File: src/rtl/bcd_seg_scanner_if.sv
// BCD input handshake between the binary-to-BCD converter (master) and the scanner (slave).
interface bcd_seg_scanner_if;
  logic [7:0] bcd_in;     // [7:4] tens, [3:0] units
  logic       bcd_valid;
  logic       bcd_ready;

  modport master (
    output bcd_in,
    output bcd_valid,
    input  bcd_ready
  );

  modport slave (
    input  bcd_in,
    input  bcd_valid,
    output bcd_ready
  );
endinterface

File: src/rtl/bcd_seg_scanner.sv
// Two-digit multiplexed 7-segment scanner. Accepted BCD values wait in a pending register and are
// promoted to the display register only at frame boundaries, so a frame never mixes digits.
module bcd_seg_scanner #(
  parameter int unsigned REFRESH_DIV = 50000,
  parameter int unsigned GAP_CYC     = 64
) (
  input  logic               clk,
  input  logic               rst_n,
  bcd_seg_scanner_if.slave   bcd,
  input  logic               blank_lz,
  output logic [6:0]         seg_n,
  output logic [1:0]         an_n,
  output logic               frame_done
);

  localparam int unsigned MaxDur = (REFRESH_DIV > GAP_CYC) ? REFRESH_DIV : GAP_CYC;
  localparam int unsigned CntW   = (MaxDur > 1) ? $clog2(MaxDur) : 1;
  localparam logic [CntW-1:0] ShowLast = CntW'(REFRESH_DIV - 1);
  localparam logic [CntW-1:0] GapLast  = CntW'(GAP_CYC - 1);

  typedef enum logic [1:0] {StShowU, StGapU, StShowT, StGapT} state_e;

  state_e          state_q, state_d;
  logic [CntW-1:0] cnt_q, cnt_d;
  logic            dwell_done;
  logic            boundary;

  logic [7:0]      pend_q, disp_q;
  logic            full_q;
  logic            accept;

  logic [6:0]      seg_d;
  logic [1:0]      an_d;
  logic            frame_done_d;

  // Active-low segment patterns {g,f,e,d,c,b,a}; non-decimal codes show a dash.
  function automatic logic [6:0] seg_decode(input logic [3:0] d);
    logic [6:0] s;
    case (d)
      4'd0:    s = 7'h40;
      4'd1:    s = 7'h79;
      4'd2:    s = 7'h24;
      4'd3:    s = 7'h30;
      4'd4:    s = 7'h19;
      4'd5:    s = 7'h12;
      4'd6:    s = 7'h02;
      4'd7:    s = 7'h78;
      4'd8:    s = 7'h00;
      4'd9:    s = 7'h10;
      default: s = 7'h3F;
    endcase
    return s;
  endfunction

  // State register and shared dwell counter.
  always_ff @(posedge clk or negedge rst_n) begin
    if (!rst_n) begin
      state_q <= StShowU;
      cnt_q   <= '0;
    end else begin
      state_q <= state_d;
      cnt_q   <= cnt_d;
    end
  end

  // Next-state: each state exits when its dwell count reaches duration minus one.
  always_comb begin
    state_d    = state_q;
    dwell_done = 1'b0;
    unique case (state_q)
      StShowU: begin
        dwell_done = (cnt_q == ShowLast);
        if (dwell_done) state_d = StGapU;
      end
      StGapU: begin
        dwell_done = (cnt_q == GapLast);
        if (dwell_done) state_d = StShowT;
      end
      StShowT: begin
        dwell_done = (cnt_q == ShowLast);
        if (dwell_done) state_d = StGapT;
      end
      StGapT: begin
        dwell_done = (cnt_q == GapLast);
        if (dwell_done) state_d = StShowU;
      end
      default: state_d = StShowU;
    endcase
    cnt_d    = dwell_done ? '0 : cnt_q + 1'b1;
    boundary = (state_q == StGapT) && dwell_done;
  end

  assign bcd.bcd_ready = !full_q;
  assign accept        = bcd.bcd_valid && !full_q;

  // Pending/display registers; promotion at the boundary and a fresh accept may share an edge.
  always_ff @(posedge clk or negedge rst_n) begin
    if (!rst_n) begin
      pend_q <= 8'h00;
      disp_q <= 8'h00;
      full_q <= 1'b0;
    end else begin
      if (boundary && full_q) begin
        disp_q <= pend_q;
        full_q <= 1'b0;
      end
      if (accept) begin
        pend_q <= bcd.bcd_in;
        full_q <= 1'b1;
      end
    end
  end

  // Output decode from the current state; registered below, hence one cycle behind the state.
  always_comb begin
    an_d  = 2'b11;
    seg_d = 7'h7F;
    unique case (state_q)
      StShowU: begin
        an_d  = 2'b10;
        seg_d = seg_decode(disp_q[3:0]);
      end
      StShowT: begin
        an_d  = 2'b01;
        seg_d = (blank_lz && (disp_q[7:4] == 4'd0)) ? 7'h7F : seg_decode(disp_q[7:4]);
      end
      default: begin
        an_d  = 2'b11;
        seg_d = 7'h7F;
      end
    endcase
    frame_done_d = boundary;
  end

  // Output registers.
  always_ff @(posedge clk or negedge rst_n) begin
    if (!rst_n) begin
      seg_n      <= 7'h7F;
      an_n       <= 2'b11;
      frame_done <= 1'b0;
    end else begin
      seg_n      <= seg_d;
      an_n       <= an_d;
      frame_done <= frame_done_d;
    end
  end

endmodule

File: src/flat_wrapper.sv
// flat-port wrapper written by rule: the top's interface ports become plain ports
module bcd_seg_scanner_flat 
#(
  parameter int unsigned REFRESH_DIV = 50000,
  parameter int unsigned GAP_CYC     = 64
)
  (clk, rst_n, blank_lz, seg_n, an_n, frame_done, bcd_bcd_in, bcd_bcd_valid, bcd_bcd_ready);
  bcd_seg_scanner_if bcd_i ();
  input  logic clk;
  input  logic rst_n;
  input  logic blank_lz;
  output logic [6:0] seg_n;
  output logic [1:0] an_n;
  output logic frame_done;
  input wire logic [$bits(bcd_i.bcd_in)-1:0] bcd_bcd_in;
  input wire logic [$bits(bcd_i.bcd_valid)-1:0] bcd_bcd_valid;
  output wire logic [$bits(bcd_i.bcd_ready)-1:0] bcd_bcd_ready;
  assign bcd_i.bcd_in = bcd_bcd_in;
  assign bcd_i.bcd_valid = bcd_bcd_valid;
  assign bcd_bcd_ready = bcd_i.bcd_ready;
  bcd_seg_scanner #(.REFRESH_DIV(REFRESH_DIV), .GAP_CYC(GAP_CYC)) u_core (.clk(clk), .rst_n(rst_n), .bcd(bcd_i), .blank_lz(blank_lz), .seg_n(seg_n), .an_n(an_n), .frame_done(frame_done));
endmodule
File: config.mk
export PLATFORM = sky130hd
export DESIGN_NAME = bcd_seg_scanner_flat
export DESIGN_NICKNAME = d
export VERILOG_FILES = /design/src/rtl/bcd_seg_scanner_if.sv /design/src/rtl/bcd_seg_scanner.sv /design/src/flat_wrapper.sv
export SDC_FILE = /design/constraint.sdc
export NUM_CORES = 1
export LEC_CHECK = 0
export ABC_AREA = 1
export CAP_MARGIN = 20
export CORE_MARGIN = 4
export CORE_UTILIZATION = 29
export CTS_CLUSTER_DIAMETER = 80
export DETAILED_ROUTE_END_ITERATION = 8
export SLEW_MARGIN = 20
export SYNTH_ARGS = -nofsm -noshare
export SYNTH_HDL_FRONTEND = slang
export SYNTH_SLANG_ARGS = --single-unit
File: constraint.sdc
create_clock -name clk -period 1.93 [get_ports clk]
set_input_delay 0.386 -clock clk [delete_from_list [all_inputs] [get_ports clk]]
set_output_delay 0.386 -clock clk [all_outputs]
set_load 0.02 [all_outputs]
Word-level counts from Yosys, hierarchy flattened
Memories as Yosys holds them, arrays and structs flattened.
Cells that the tools add are included.
{ "op_classes": {"addsub": 1, "n_eq_ne": 9, "muxes": 12, "reduce_logical": 11} }
{ "op_table": {"columns": ["cell", "count"], "rows": [
  ["16-bit by 1-bit adder with 16-bit output (second input constant)", 1],
  ["16-bit equality test (second input constant)", 1],
  ["16-bit by 6-bit equality test with 1-bit output (second input constant)", 1],
  ["16-bit two-way mux", 1],
  ["7-bit one-hot mux with 2 select lines", 1],
  ["2-bit two-way mux", 4],
  ["2-bit by 1-bit inequality test with 1-bit output (second input constant)", 4],
  ["2-bit one-hot mux with 4 select lines", 1],
  ["7-bit two-way mux", 1],
  ["2-bit equality test (second input constant)", 2],
  ["1-bit logical AND", 4],
  ["4-bit logical NOT", 1],
  ["2-bit one-hot mux with 2 select lines", 1],
  ["4-bit AND reduction", 1],
  ["2-bit OR reduction", 2],
  ["2-bit by 1-bit equality test with 1-bit output (second input constant)", 1],
  ["2-bit logical NOT", 1],
  ["1-bit two-way mux", 2],
  ["1-bit one-hot mux with 2 select lines", 1],
  ["2-bit nonzero test", 1],
  ["1-bit logical NOT", 1]
]} }
{ "word_totals": {"ff_bits": 45, "romBits": 224, "input_bits": 12, "output_inout_bits": 11, "wordCells": 43, "mem_count": 2} }
{ "mem_list": {"columns": ["memory", "words", "width", "read_ports", "rd_clocked_by_memory_dff", "wr", "line_no", "text"], "rows": [
  ["(name not given)", 16, 7, 1, 0, 0, "bcd_seg_scanner.sv:39", "case (d)"],
  ["(name not given)", 16, 7, 1, 0, 0, "bcd_seg_scanner.sv:39", null]
]} }

Logic depth before layout (Yosys ltp)
Gate-level depths: netlist (run 1).
{ "logic_depth": {"word_depth": 7, "ltp_mapped": 10, "mapped_depth_nobuf": 10} }

Worst setup path before layout (run 1)
No wires, ideal clock.
{ "synth_path": {"kind": "flip-flop to flip-flop", "startpoint": "register u_core.state_q[1]", "endpoint": "register u_core.full_q", "setup_ns": 0.142, "arrival_time_ns": 1.311, "required_time_ns": 1.788, "setup_slack_ns": 0.477, "stages_incl_launch_ff": 9, "n_path_buf": 0, "synth_period_minus_slack_ns": 1.453, "cell_sequence": "dfrtp_1 inv_1 ha_1 nor2_1 inv_1 nand2_4 nand2_4 nor2_8 o21ai_0"} }
{ "synth_via": {"elab_chain_len": 6, "elab_cells_between_ends": 10, "cone_classes": "eq/ne: 3; mux: 1; reduce/logical: 6"} }
{ "synth_lines": {"columns": ["item", "line_no", "text"], "rows": [
  ["start, declared", "bcd_seg_scanner.sv:23", "state_e state_q, state_d;"],
  ["start signal, assigned", "bcd_seg_scanner.sv:58", "state_q <= StShowU;"],
  ["start signal, assigned", "bcd_seg_scanner.sv:61", "state_q <= state_d;"],
  ["2-bit by 1-bit equality test with 1-bit output (tied with other cells)", "bcd_seg_scanner.sv:70", "unique case (state_q)"],
  ["2-bit OR reduction (no source line)", null, null],
  ["1-bit one-hot mux with 2 select lines", "bcd_seg_scanner.sv:70", null],
  ["1-bit logical AND (*)", "bcd_seg_scanner.sv:90", "boundary = (state_q == StGapT) && dwell_done;"],
  ["via u_core.boundary", "bcd_seg_scanner.sv:26", "logic boundary;"],
  ["1-bit logical AND (*)", "bcd_seg_scanner.sv:103", "if (boundary && full_q) begin"],
  ["2-bit nonzero test (no source line) (*)", null, null],
  ["end signal, assigned", "bcd_seg_scanner.sv:101", "full_q <= 1'b0;"],
  ["end signal, assigned", "bcd_seg_scanner.sv:105", "full_q <= 1'b0;"],
  ["end signal, assigned", "bcd_seg_scanner.sv:109", "full_q <= 1'b1;"],
  ["end, declared", "bcd_seg_scanner.sv:29", "logic full_q;"]
]} }
Mark *: on every way through the listed nets, which the timed path passes. The rest lies on a longest branch.
A chain may end at the register's enable or synchronous reset.

Final worst setup path (run 1)
{ "layout_path": {"startpoint": "register u_core.seg_n[5]", "endpoint": "output seg_n[5]"} }
{ "layout_rtl": {"columns": ["item", "line_no", "text"], "rows": [
  ["start, declared", "bcd_seg_scanner.sv:11", "output logic [6:0] seg_n,"],
  ["start signal, assigned", "bcd_seg_scanner.sv:142", "seg_n <= seg_d;"],
  ["end, declared", "flat_wrapper.sv:12", "output logic [6:0] seg_n;"]
]} }
No word-level cell between the ends.

==> metrics, run 1 <==
status=complete, no violations; Clock Latency Late Sink=0.29 ns; RSZ-0062 raised after global routing=false; die area=9940 um2; via count of the first global-routing pass=1765; fin crit share=93.4%; normalized max-slew margin=65.4%; share of layout cells above drive strength 1=14.6%; Area after DPL=2810 um2; DIE HEIGHT=99.7 um; Slowest Stage Delay on Critical Path=0.59 ns; Power per Cell Area=584 nW/um2; crit end category=output port; Synth area leader=dfrtp_1; Tmin final=1.80 ns; Avg Inst Size Synth=8.77 um2; HP Class=primary input to asynchronous set/reset pin; root buffer cell=clkbuf_8; adder-cell area share of the yosys netlist=9.24%; Post-CTS Resized=0; register bit total from synthesis=45; Slew @ Worst Pin=0.519 ns; Post-route DRC=0; Leak=0.00149 uW; CP Cell Sequence=clkdlybuf4s50_1; grt total ovfl=0; row count=33; Post-synth EDFFs=0; syn_nets=308; Setup Skew=0.00733 ns; cts bufs inserted=5; cts hold-fix bufs=0; Final nets=338; Seq/Total Area, Yosys=46.6%; CTS clk-pin slew, worst paths=0.09 ns; # diodes=0; Syn-to-layout area delta=19.9%; DR iter-0 viols=95; ys flop type=dfrtp_1; antenna violations before repair=0; Setup crit start kind=flop; CP Max Fanout=1; mapped cell area=2440 um2; Post-CTS Setup Bufs=0; simple-gate share of the synthesized area=25.2%; core area=8220 um2; count of final setup violators=0; multi-input logic area=1160 um2; H-tree depth=2; first-pass GRT wire length=8010 um; DR pass1 iterations=4; CP max stage cell=clkdlybuf4s50_1; complex-gate fraction of the synthesized area=6.93%; post-synthesis mux area share=3.69%; IR drop worst, VDD=0.000258 V; Ys Warns=0; kind of critical path=flop to output port; clk sinks=45; post-synth top area share=36.9%; routed len/inst=10.7 um; # port buffers=22; Longest Clk Path Bufs=2; maximum capacitance violations=0; Starting Density=29.7%; count leader, synth=nand2_1; routability congestion estimate=0.818; largest family of logic cells by synthesized area=simple AND/OR/NAND/NOR gates; synth top area cells=dfrtp_1, dfstp_2, nand2_1; Top delay family on crit path=buffers and inverters; drt via density=4.36; HPWL after DPL=3380 um; Sequential cell area=1140 um2; gr usage total=9.69%; ys async rst share=100%; Mapped Cells=278; fin area=2920 um2; TNS Setup=0 ns; Post-Route WL=4430 um; fillers=818; Bufs and invs on worst path=1; Final Max Slew Viols=0; Die Wd=99.7 um; Fmax=0.555 GHz; via count=1804; Critical Path RT=1.54 ns; CTS tree=done; final hold violation count=0; largest net degree at the start of global routing=25; XOR/XNOR share of the synthesized area=2.51%; top post-synthesis cells by count=nand2_1, dfrtp_1, inv_1; synth unique cells=25; WP data arrival=1.42 ns; ANT nets after route=0; top-level port count=23
==> path summary, 6_finish.rpt <==
path / from / to / slack, ns / cells after the start
setup / recovery: u_core.seg_n[5] / seg_n[5] / 0.13 / 1
hold / removal: rst_n / u_core.cnt_q[0] / 0.06 / 1
setup reg to reg: u_core.state_q[0] / u_core.state_q[0] / 0.19 / 8
hold reg to reg: u_core.cnt_q[0] / u_core.cnt_q[0] / 0.49 / 1
max in group asynchronous: rst_n / u_core.cnt_q[15] / 1.38 / 2
min in group clk: u_core.cnt_q[0] / u_core.cnt_q[0] / 0.49 / 1
==> cells in the final DEF, fill, tap and decap left out, types with 2 or more instances in the layout <==
cell              n
nor2_2            4
o21ai_0          19
clkdlybuf4s50_1  21
a21oi_1           9
ha_1             18
inv_1            36
nor2_1           34
mux2_2            8
nand3_1          16
clkbuf_8          5
nand2_2           3
xor2_1            5
nor2_4            3
a31oi_1           2
nand3_2           2
dfstp_2           9
dfrtp_1          36
nand2_1          62
nand2_4           3
xnor2_1           2
==> logic make-up after synthesis <==
logic type                 count (synthesis)
AOI/OAI and AO/OA                         32
xor gates and xnor gates                   7
adders and majority gates                 18
buffers and inverters                     37
DFF                                       45
muxes                                      8
and+or+nand+nor                          131
==> routing by layer <==
layer / vias up / part of all wire, % / GRT usage, %
met4: 0 / 0.81 / 3.47
met1: 828 / 51 / 13.8
met2: 36 / 43 / 14.3
met3: 2 / 4.6 / 2.24
met5: - / 0 / 0
li1: 938 / - / -
==> power by group <==
part	internal (uW)	leakage, uW	total [uW]	switching, uW
clock	388	0.0000543	718	330
sequential	943	0.000577	943	0
combinational	23.2	0.000863	45.9	22.6
total	1350	0.00149	1710	353
==> stage by stage <==
stage	util [%]	instances	power [uW]	setup WS, ns	hold slack [ns]
floorplan	-	278	964	0.477	0.0904
global placement	34.2	406	1010	0.245	0.395
detailed placement	34.2	406	1010	0.228	0.397
CTS	35.6	414	1740	0.107	0.0648
global route	35.6	414	1790	0.00485	0.0753
finish	35.6	414	1710	0.127	0.0577
==> state kept, by name, summed over array words and instances (netlist names) <==
register,cells
u_core.state_q,2
u_core.cnt_q,16
u_core.an_n,2
u_core.seg_n,7
u_core.frame_done,1
u_core.full_q,1
u_core.disp_q,8
u_core.pend_q,8
==> cell type report <==
cell class	instances	area share, %
clock buffers	5	2.35
multi-input cells	196	39.7
repair buffers	24	8.30
flip-flops and latches	45	38.9
clock inverters	3	1.58
well taps	105	4.49
inverters	36	4.62
No activity file was read; power rests on OpenSTA's default activity.
==> inputs of run 2 (changes only) <==
--- a/config.mk
+++ b/config.mk
@@ -9,7 +9,7 @@
 export CAP_MARGIN = 20
 export CORE_MARGIN = 4
 export CORE_UTILIZATION = 29
-export CTS_CLUSTER_DIAMETER = 80
+export CTS_CLUSTER_DIAMETER = 120
 export DETAILED_ROUTE_END_ITERATION = 8
 export SLEW_MARGIN = 20
 export SYNTH_ARGS = -nofsm -noshare
==> results of run 2 <==
The final DEF is identical to that of run 1; final timing and power are the same.
==> inputs of run 3 (changes only) <==
--- a/config.mk
+++ b/config.mk
@@ -7,11 +7,11 @@
 export LEC_CHECK = 0
 export ABC_AREA = 1
 export CAP_MARGIN = 20
+export CORE_ASPECT_RATIO = 1.1
 export CORE_MARGIN = 4
 export CORE_UTILIZATION = 29
 export CTS_CLUSTER_DIAMETER = 120
 export DETAILED_ROUTE_END_ITERATION = 8
-export SLEW_MARGIN = 20
 export SYNTH_ARGS = -nofsm -noshare
 export SYNTH_HDL_FRONTEND = slang
 export SYNTH_SLANG_ARGS = --single-unit
==> run 3 against run 2 <==
Effect of this change:
- combinational power decreased by 3%
- routed wire length increased by 0.36%
- die area about the same
- clock power decreased by 4.3%
- cell area decreased by 0.30%
- largest power group unchanged
- fmax about the same
==> metrics, run 3 (same netlist as run 1, synthesis figures left out) <==
total power=1670 uW (-1.9%); routability congestion estimate=0.804 (-1.8%); H-tree depth=2 (unchanged); ANT nets after route=0 (unchanged); Post-CTS Setup Bufs=0 (unchanged); grt met1 use=13.4% (-0.40 points); WP data arrival=1.42 ns (about the same); DR iter-0 viols=121 (+27%); Die Wd=95.4 um (-4.3%); Sequential cell area=1140 um2 (+0.11%); Post-Route WL=4450 um (+0.36%); biggest regs=u_core.cnt_q (16), u_core.disp_q (8), u_core.pend_q (8); Setup Skew=0.00529 ns (-0.00204 ns); Slew @ Worst Pin=0.513 ns (-0.00554 ns); Final Max Slew Viols=0 (unchanged); maximum capacitance violations=0 (unchanged); TNS Setup=0 ns (unchanged); Power per Cell Area=575 nW/um2 (-1.6%); share of layout cells above drive strength 1=14.9% (+0.32 points); commonest non-fill, non-tap cell in the layout=nand2_1; CP Max Fanout=1 (unchanged); Bufs and invs on worst path=1 (unchanged); Starting Density=30.3% (+0.65 points); Clock Latency Late Sink=0.29 ns (about the same); via count=1813 (+0.50%); core area=8040 um2 (-2.1%); Leak=0.00151 uW (+1.3%); fillers=809 (-1.1%); dpl ws=0.278 ns (+0.0495 ns); Longest Clk Path Bufs=2 (unchanged); cts bufs inserted=5 (unchanged); CTS tree=done; Post-CTS Resized=1 (+1); Final nets=339 (+0.30%); status=complete, no violations; first-pass GRT wire length=7930 um (-1.0%); row count=34 (+3.0%); Top delay family on crit path=buffers and inverters; clk sinks=45 (unchanged); DIE HEIGHT=104 um (+4.5%); setup ws final=0.128 ns (+0.00132 ns); Setup crit start kind=flop; largest net degree at the start of global routing=24 (-4.0%); drt via density=4.35 (-0.22%); crit end category=output port; antenna violations before repair=0 (unchanged); count of final setup violators=0 (unchanged); Post-route DRC=0 (unchanged); # port buffers=22 (unchanged); # diodes=0 (unchanged); grt total ovfl=0 (unchanged); Critical Path RT=1.54 ns (about the same); met3 usage=2.68% (+0.43 points); root buffer cell=clkbuf_8; largest reg by FF count=u_core.cnt_q; Syn-to-layout area delta=19.5%; HP Class=primary input to asynchronous set/reset pin; CP Cell Sequence=clkdlybuf4s50_1; cts hold-fix bufs=0 (unchanged); routed len/inst=10.7 um (-0.36%); most frequent cells in the layout=nand2_1, inv_1, dfrtp_1; Most Crowded Layer GR=met2; gr usage total=9.89% (+0.20 points); final hold violation count=0 (unchanged); DR pass1 iterations=4 (unchanged); Fmax=0.555 GHz (about the same); CP max stage cell=clkdlybuf4s50_1; M2 GR Usage=15.5% (+1.2 points); CTS clk-pin slew, worst paths=0.08 ns (about the same); fin crit share=93.4% (about the same); die area=9940 um2 (about the same); top-level port count=23 (unchanged); via count of the first global-routing pass=1762 (-0.17%); max reg flops=16 (unchanged); normalized max-slew margin=65.8% (+0.37 points); IR drop worst, VDD=0.000271 V (+5.2%); multi-input logic area=1160 um2 (unchanged); HPWL after DPL=3470 um (+2.6%); RSZ-0062 raised after global routing=false; Slowest Stage Delay on Critical Path=0.60 ns (about the same); Tmin final=1.80 ns (-0.00131 ns); kind of critical path=flop to output port
run 3: changes by cell type in the layout (fill, tap and decap cells not counted):
cell             before  now
buf_4                 1    3
buf_12                1    0
clkdlybuf4s50_1      21   20
clkinv_2              0    1
clkinv_4              1    0
clkinvlp_4            1    0
dfrtp_1              36   35
dfrtp_2               0    1
dlymetal6s2s_1        0    1
run 3: worst reg2reg max path, stage by stage (launching register included):
cell	delay, ns
dfrtp_1	0.40
inv_1	0.10
ha_1	0.19
nor2_1	0.23
inv_1	0.11
nand2_4	0.10
nand4_2	0.22
nand2_1	0.14
nand2_1	0.06
run 3: final cells by class:
cell class	count	area share (%)
Multi-Input combinational cell	196	39.8
Tap cell	108	4.64
Inverter	36	4.64
Timing Repair Buffer	25	8.24
Clock buffer	5	2.36
Clock inverter	2	1.20
Sequential cell	45	39.1
run 3: stage by stage:
step	instance area (um2)	hold WS, ns	std cells	util [%]
after global routing	2910	0.0865	417	36.2
after global placement	2810	0.386	410	34.9
after detailed placement	2810	0.395	410	34.9
after floorplan	2440	0.0904	278	-
final	2910	0.0557	417	36.2
after CTS	2910	0.0670	417	36.2
run 3: power by group:
group	internal, uW	leakage, uW	switching [uW]
sequential	943	0.000576	0
combinational	21.8	0.000884	22.4
clock	376	0.0000540	311
run 3: worst paths after layout:
check / startpoint / endpoint / slack [ns] / cells after the start
max: u_core.seg_n[1] / seg_n[1] / 0.13 / 1
min: rst_n / u_core.cnt_q[12] / 0.06 / 1
max reg2reg: u_core.state_q[1] / u_core.disp_q[2] / 0.28 / 8
min reg2reg: u_core.cnt_q[0] / u_core.cnt_q[0] / 0.49 / 1
max in group asynchronous: rst_n / u_core.an_n[1] / 1.22 / 2
min in group clk: u_core.cnt_q[0] / u_core.cnt_q[0] / 0.49 / 1
run 3: layer usage:
metal | vias to the layer above | part of all wire, %
li1 | 938 | -
met1 | 842 | 46
met2 | 27 | 48
met3 | 6 | 4.2
met4 | 0 | 1.2
met5 | - | 0
